File: config.mk
export PLATFORM = sky130hd
export DESIGN_NAME = instr_fetch
export DESIGN_NICKNAME = d
export VERILOG_FILES = /design/src/rtl/ifetch_pkg.sv /design/src/rtl/ifetch_decode.sv /design/src/rtl/instr_fetch.sv
export SDC_FILE = /design/constraint.sdc
export NUM_CORES = 1
export LEC_CHECK = 0
export CORE_MARGIN = 2
export CORE_UTILIZATION = 50
export CTS_BUF_LIST = sky130_fd_sc_hd__clkbuf_8
export DETAILED_ROUTE_END_ITERATION = 7
export GPL_TIMING_DRIVEN = 0
export PLACE_DENSITY = 0.86
export SLEW_MARGIN = 25
export SYNTH_ARGS = -nofsm -noshare
export SYNTH_HDL_FRONTEND = slang
export SYNTH_SLANG_ARGS = --single-unit
File: constraint.sdc
create_clock -name clk -period 7 [get_ports clk]
set_clock_uncertainty 0.2 [all_clocks]
set_input_delay 1.75 -clock clk [delete_from_list [all_inputs] [get_ports clk]]
set_output_delay 1.75 -clock clk [all_outputs]
set_load 0.05 [all_outputs]
File: src/rtl/ifetch_pkg.sv
// Shared types and constants for the instruction fetch/issue unit:
// FSM encoding, opcode map and the controller's idle-state code.
package ifetch_pkg;

  typedef enum logic [2:0] {
    ST_IDLE  = 3'd0,
    ST_FETCH = 3'd1,
    ST_ISSUE = 3'd2,
    ST_EXEC  = 3'd3,
    ST_HALT  = 3'd4
  } state_t;

  localparam logic [3:0] OP_LOAD    = 4'h0;
  localparam logic [3:0] OP_STORE   = 4'h1;
  localparam logic [3:0] OP_MOVE    = 4'h2;
  localparam logic [3:0] OP_BRANCH  = 4'h3;
  localparam logic [3:0] OP_ADD     = 4'h4;
  localparam logic [3:0] OP_XOR     = 4'h5;
  localparam logic [3:0] OP_AND     = 4'h6;
  localparam logic [3:0] OP_OR      = 4'h7;
  localparam logic [3:0] OP_SUB     = 4'h8;
  localparam logic [3:0] OP_NOT     = 4'h9;
  localparam logic [3:0] OP_ONESALL = 4'hA;
  localparam logic [3:0] OP_HALT    = 4'hF;

  localparam logic [4:0] CTRL_IDLE = 5'b00000;

endpackage

File: src/rtl/ifetch_decode.sv
// Combinational opcode classifier: exactly one of legal/halt/illegal is set.
// Kept standalone so a disassembler or trace unit can reuse it.
module ifetch_decode
  import ifetch_pkg::*;
(
  input  logic [3:0] opcode,
  output logic       legal,
  output logic       halt,
  output logic       illegal
);

  // NOTE: every output gets a default before the if-chain so no path leaves
  // a value unassigned, which would otherwise infer a latch.
  always_comb begin
    legal   = 1'b0;
    halt    = 1'b0;
    illegal = 1'b0;
    if (opcode == OP_HALT) begin
      halt = 1'b1;
    end else if (opcode <= OP_ONESALL) begin
      legal = 1'b1;
    end else begin
      illegal = 1'b1;
    end
  end

endmodule

File: src/rtl/instr_fetch.sv
// Instruction fetch/issue unit: fetches at pc, presents fncode to the controller,
// then advances pc (pc+1 or a taken branch target). Optional: IFETCH_ILLEGAL_TRAP_EN.
module instr_fetch
  import ifetch_pkg::*;
#(
  parameter int ADDR_W  = 8,
  parameter int INSTR_W = 16
) (
  input  logic               clk,
  input  logic               rst_n,
  input  logic               start,
  output logic               mem_rd,
  output logic [ADDR_W-1:0]  mem_addr,
  input  logic [INSTR_W-1:0] mem_data,
  input  logic               mem_valid,
  output logic [INSTR_W-1:0] fncode,
  output logic               instr_valid,
  input  logic [4:0]         ctrl_state,
  input  logic               branch_taken,
  input  logic [ADDR_W-1:0]  branch_target,
  output logic [ADDR_W-1:0]  pc,
  output logic               halted,
  output logic               illegal
);

  state_t             state_q, state_d;
  logic [ADDR_W-1:0]  pc_q, pc_inc, target_q;
  logic [INSTR_W-1:0] fncode_q;
  logic               sticky_q;
  logic               op_legal, op_halt, op_illegal;

  ifetch_decode u_decode (
    .opcode  (mem_data[INSTR_W-1:INSTR_W-4]),
    .legal   (op_legal),
    .halt    (op_halt),
    .illegal (op_illegal)
  );

  // Wraps modulo 2^ADDR_W by construction.
  assign pc_inc = pc_q + ADDR_W'(1);

  always_comb begin
    state_d = state_q;
    case (state_q)
      ST_IDLE:  if (start) state_d = ST_FETCH;
      ST_FETCH: begin
        if (mem_valid) begin
          if (op_halt) begin
            state_d = ST_HALT;
          end else if (op_legal) begin
            state_d = ST_ISSUE;
          end else if (op_illegal) begin
`ifdef IFETCH_ILLEGAL_TRAP_EN
            state_d = ST_HALT;
`else
            state_d = ST_FETCH;
`endif
          end
        end
      end
      ST_ISSUE: if (ctrl_state != CTRL_IDLE) state_d = ST_EXEC;
      ST_EXEC:  if (ctrl_state == CTRL_IDLE) state_d = ST_FETCH;
      ST_HALT:  state_d = ST_HALT;
      default:  state_d = ST_IDLE;
    endcase
  end

  // NOTE: registers use non-blocking assignments so every flop samples the
  // pre-edge values of its peers, independent of statement order.
  always_ff @(posedge clk) begin
    if (!rst_n) begin
      state_q <= ST_IDLE;
    end else begin
      state_q <= state_d;
    end
  end

`ifdef IFETCH_ILLEGAL_TRAP_EN
  logic illegal_q;

  always_ff @(posedge clk) begin
    if (!rst_n) begin
      illegal_q <= 1'b0;
    end else if (state_q == ST_FETCH && mem_valid && op_illegal) begin
      illegal_q <= 1'b1;
    end
  end

  assign illegal = illegal_q;
  assign halted  = (state_q == ST_HALT) && !illegal_q;
`else
  assign illegal = 1'b0;
  assign halted  = (state_q == ST_HALT);
`endif

  always_ff @(posedge clk) begin
    if (!rst_n) begin
      pc_q     <= '0;
      fncode_q <= '0;
      target_q <= '0;
      sticky_q <= 1'b0;
    end else begin
      case (state_q)
        ST_FETCH: begin
          if (mem_valid) begin
            fncode_q <= mem_data;
`ifndef IFETCH_ILLEGAL_TRAP_EN
            // Skipped illegal opcodes are never issued; move straight on.
            if (op_illegal) pc_q <= pc_inc;
`endif
          end
        end
        ST_EXEC: begin
          if (branch_taken) begin
            sticky_q <= 1'b1;
            target_q <= branch_target;
          end
          // A branch resolved in the return cycle itself still wins.
          if (ctrl_state == CTRL_IDLE) begin
            if (branch_taken)  pc_q <= branch_target;
            else if (sticky_q) pc_q <= target_q;
            else               pc_q <= pc_inc;
            sticky_q <= 1'b0;
          end
        end
        default: ;
      endcase
    end
  end

  assign mem_rd      = (state_q == ST_FETCH);
  assign mem_addr    = pc_q;
  assign pc          = pc_q;
  assign fncode      = fncode_q;
  assign instr_valid = (state_q == ST_ISSUE);

endmodule

# Yosys cells after proc, flatten, opt, wreduce, memory -nomap -nowiden
# Index checks and enable logic that the tools add are counted.
dict set report totals {
  inputBits 34
  elab_cells 49
  regBits 36
  output_inout_bits 36
}
dict set report op_classes {
  add_sub_neg 1
  n_eq_ne 11
  n_mux 21
  magnitude_cmp 1
  reduce_logical 10
}
# operator count
set ops {}
lappend ops {{8-bit two-way mux} 5}
lappend ops {{3-bit two-way mux} 7}
lappend ops {{8-bit one-hot mux with 2 select lines} 1}
lappend ops {{3-bit one-hot mux with 5 select lines} 1}
lappend ops {{8-bit by 1-bit adder with 8-bit output, second input constant} 1}
lappend ops {{1-bit two-way mux} 7}
lappend ops {{3-bit by 2-bit == test with 1-bit output, second input constant} 2}
lappend ops {{2-bit by 1-bit != test with 1-bit output, second input constant} 3}
lappend ops {{2-bit AND reduction} 3}
lappend ops {{5-bit logical NOT} 1}
lappend ops {{5-bit AND reduction} 1}
lappend ops {{5-bit nonzero test} 1}
lappend ops {{4-bit == test, second input constant} 1}
lappend ops {{4-bit <= comparator, second input constant} 1}
lappend ops {{2-bit != test, second input constant} 2}
lappend ops {{4-bit by 1-bit != test with 1-bit output, second input constant} 1}
lappend ops {{4-bit AND reduction} 1}
lappend ops {{2-bit nonzero test} 2}
lappend ops {{3-bit by 1-bit == test with 1-bit output, second input constant} 1}
lappend ops {{3-bit == test, second input constant} 1}
lappend ops {{3-bit logical NOT} 1}

# Depth between registers and ports, before layout
dict set report depth {
  ltp_word 8
  mapped_depth 7
  ltp_nobuf 5
}

# By module
# From an unflattened synthesis, not the netlist that was laid out.
dict set report hier_totals {
  hier_cells 249
  hier_area_um2 1840.5
}
# module area_per_inst_um2 n_inst seq_area_each_um2 cells_each
set modules_own_cells {}
lappend modules_own_cells {instr_fetch 1803.0 1 720.7 243}
lappend modules_own_cells {ifetch_decode 37.5 1 0.0 6}

# Least setup slack after synthesis
# OpenSTA, ideal clock, no wires.
dict set report synth_timing {
  kind {reg-to-output}
  start {register state_q[1]}
  end {output instr_valid}
  path_stages_with_launch 3
  slack_ns 3.247
  arrival_ns 1.803
  t_required_ns 5.050
  path_buffers 1
  path_cell_list {dfxtp_1 clkbuf_1 nor3b_1}
}
dict set report synth_via {
  elab_chain_len 1
}
# element line_no
set synth_rtl {}
lappend synth_rtl {{start: declaration} instr_fetch.sv:26} ;# state_t state_q, state_d;
lappend synth_rtl {{start signal: assignment} instr_fetch.sv:74} ;# state_q <= state_d;
lappend synth_rtl {{3-bit by 2-bit == test with 1-bit output} instr_fetch.sv:135} ;# assign instr_valid = (state_q == ST_ISSUE);
lappend synth_rtl {{end: declaration} instr_fetch.sv:17} ;# output logic instr_valid,
# No other way between the ends.

# Worst setup path in the final report
# Ends and elaborated chain as after synthesis.

==> flow_summary.toml <==
[synthesis]
ys.flop_type = "dfxtp_1"
ys_top_cells_by_area = "dfxtp_1, nand2_1, a21boi_0, buf_4, a21oi_1"
synth_top_area_share = 0.3673
yosysWarnings = 0
avgSynthCellArea_sq_um = 7.879
async_reset_ff_frac = 0
yosys.area.top_type = "dfxtp_1"
ys_types = 48
synth.cell_area_sq_mm = 0.001962
ys_seq_area_frac = 0.3673
syn_nets = 284
synth_edf_count = 0
netlist_instances = 249
ys_ff_latch = 36

[floorplan]
die_h_microns = 66.64
start_util = 0.5279
io_pins = 70
fp.coreArea_sq_mm = 0.003716
rows = 22
die_x_microns = 66.64
die_area_sq_mm = 0.004441

[clock_tree]
clock-root-buffer = "clkbuf_8"
ctsResizeCount = 0
cts_max_level = 2
clockBufferDepth = 2
postCtsHoldBufs = 0
post_cts_buffers = 0
cts_tree = "built"
cts_sinks = 36
insertion_delay_ps = 280
cts.clk_slew.worst_paths_ps = 70
cts_inserted_buffers = 5

[worst_setup_path]
slowest_delay_ps = 830
worstPathCellList = "clkbuf_1, nor3b_1, clkdlybuf4s50_1"
crit_arrival_ps = 2080
cp-end-kind = "primary output"
crit_buf_inv = 2
slowest_stage = "clkdlybuf4s50_1"
cp_data_required_time_ps = 5050
crit_path_start_kind = "flop"
cp_max_fo = 10
crit_family = "buffers and inverters"
critPathKind = "reg -> out"

[route]
ant_nets = 0
avgViaCountPerCell = 5.465
top_layer_used = "met4"
wl_met2_microns = 2420
vias = 2033
wl_per_cell_microns = 13.78
wl_microns = 5125
route.detailed.drc = 0
wl_met3_microns = 317
drtIter0Drc = 135
m1WireLength_microns = 2319
drtPass1Iterations = 4

[hold_path]
hold_path.class = "reg -> reg"

[place]
placed_cell_area_sq_mm = 0.002693
routabilityCongestion = 0.8244
port_buffers = 67
hpwl_microns = 3711

[power]
p_per_area_mw_per_mm2 = 163.9
p_leak_nw = 0.9563
power_frac_seq = 0.469
p_clk_frac = 0.337
power.switching_mw = 0.1290
p_sw_frac = 0.2827
p_int_mw = 0.3273
vdd_drop_max_mv = 0.1234
p_comb_frac = 0.194

[layout]
antennaDiodeCount = 0
drive_gt1_frac = 0.08333
design_area_sq_mm = 0.002785
syn2layout_area_growth_pct = 41.96
nets = 358

[sta]
maxSlewViolCount = 0
period_needed_ps = 4028
hold_viol = 0
setup-tns-final_ps = 0
slew_headroom = 0.4409
timing.final.crit_share = 0.5755
rsz0062_at_grt = "no"
fmax_mhz = 248.3
setup_viol = 0
worstMarginPinSlew_ps = 835.0

[global_routing]
grt_max_degree = 12
track_usage = 0.2517
grt_pass1_vias = 1825
grt_pass1_wl_microns = 8535
antenna_found_initial = 0
overflow = 0

[job]
drv_cap = 0

[status]
status = "complete, no violations"
[power by group through the flow]
stage / sequential (mW) / combinational, mW / clock [mW]
after global routing: 0.214 / 0.0948 / 0.166
after CTS: 0.214 / 0.0887 / 0.155
after detailed placement: 0.219 / 0.0881 / 0
final: 0.214 / 0.0886 / 0.154
after floorplan: 0.234 / 0.0340 / 0
after global placement: 0.218 / 0.0872 / 0
[synth_stat cells, types with 2 or more instances]
master / instances
nand2b_1: 2
nor3b_1: 4
clkbuf_1: 15
nor2_1: 9
dfxtp_1: 36
a2111oi_0: 2
o21a_1: 4
a311oi_1: 5
inv_1: 3
nor3_1: 3
nand3b_1: 5
o22ai_1: 5
a22oi_1: 4
buf_4: 9
a211oi_1: 2
nand4_1: 2
a21oi_1: 12
nand3_1: 3
nand2_1: 63
buf_2: 2
or2_2: 3
and3b_1: 2
o21ai_0: 4
a21boi_0: 25
or3_1: 2
[through the flow]
| stage | std cells | util | power, mW | hold slack (ps) | setup WS, ps |
|---|---|---|---|---|---|
| after floorplan | 249 | - | 0.2679 | 243.1 | 3247 |
| after global placement | 364 | 0.7246 | 0.3056 | 249.4 | 2969 |
| after detailed placement | 364 | 0.7246 | 0.3067 | 257.4 | 3004 |
| after CTS | 372 | 0.7495 | 0.4575 | 267.3 | 2947 |
| after global routing | 372 | 0.7495 | 0.4755 | 285.8 | 2827 |
| final | 372 | 0.7495 | 0.4564 | 263.1 | 2972 |
[state kept, by name, indices dropped and copies added (netlist names)]
register / count
sticky_q: 1
state_q: 3
target_q: 8
fncode: 16
mem_addr: 8
[per-layer routing]
layer,global-route usage,vias to the layer above
met1,0.3326,939
li1,-,1016
met3,0.06081,7
met4,0.07653,0
met2,0.4050,71
met5,0,-
[placed cells by master, fill, tap and decap left out, drive strengths merged, types with 2 or more instances in the layout]
cell	n
nor2	9
nand4	2
a211oi	2
and3b	2
nand2	63
nor3b	4
o21a	4
or3	2
o22ai	5
clkdlybuf4s50	67
nor3	3
buf	13
a311oi	5
nand3	3
o21ai	5
or2	3
a21oi	12
nand2b	2
a22oi	4
inv	3
clkbuf	21
nand3b	5
a2111oi	3
clkinv	2
dfxtp	36
a21boi	25
[cells by family (layout without fill, tap and decap cells)]
| kind of cell | count (synthesis) | count (layout) | share of synthesized area |
|---|---|---|---|
| other cells | 1 | 1 | 0.001911 |
| buf+inv | 31 | 106 | 0.08163 |
| fa+ha+maj | 1 | 1 | 0.006377 |
| compound gates | 74 | 74 | 0.2800 |
| simple gates | 104 | 104 | 0.2532 |
| mux | 1 | 1 | 0.005102 |
| flops | 36 | 36 | 0.3673 |
| xor+xnor | 1 | 1 | 0.004465 |
[layout make-up]
cell class	instances	area, sq um
inverters	3	11.26
well taps	48	60.06
repair buffers	67	670.6
clock buffers	6	82.58
clock inverters	2	10.01
multi-input cells	182	1081
fillers	290	930.9
plain buffers	28	148.9
flip-flops and latches	36	720.7
[worst reg2reg max path, delay by kind of cell (launching register included)]
family,cells,cell delay (ps)
AOI/OAI and AO/OA,3,940
buffers and inverters,2,390
DFF,1,300
and+or+nand+nor,1,320
[final timing paths]
path,slack [ps],from,cells after the start,endpoint
hold / removal,260,fncode[12]$_SDFFE_PN0P_,2,fncode[12]$_SDFFE_PN0P_
setup / recovery,2970,state_q[1]$_SDFFE_PN0P_,3,instr_valid
setup reg to reg,4750,state_q[2]$_SDFFE_PN0P_,6,mem_addr[0]$_SDFFE_PN0P_
hold reg to reg,260,fncode[12]$_SDFFE_PN0P_,2,fncode[12]$_SDFFE_PN0P_
No activity file was read; power rests on OpenSTA's default activity.
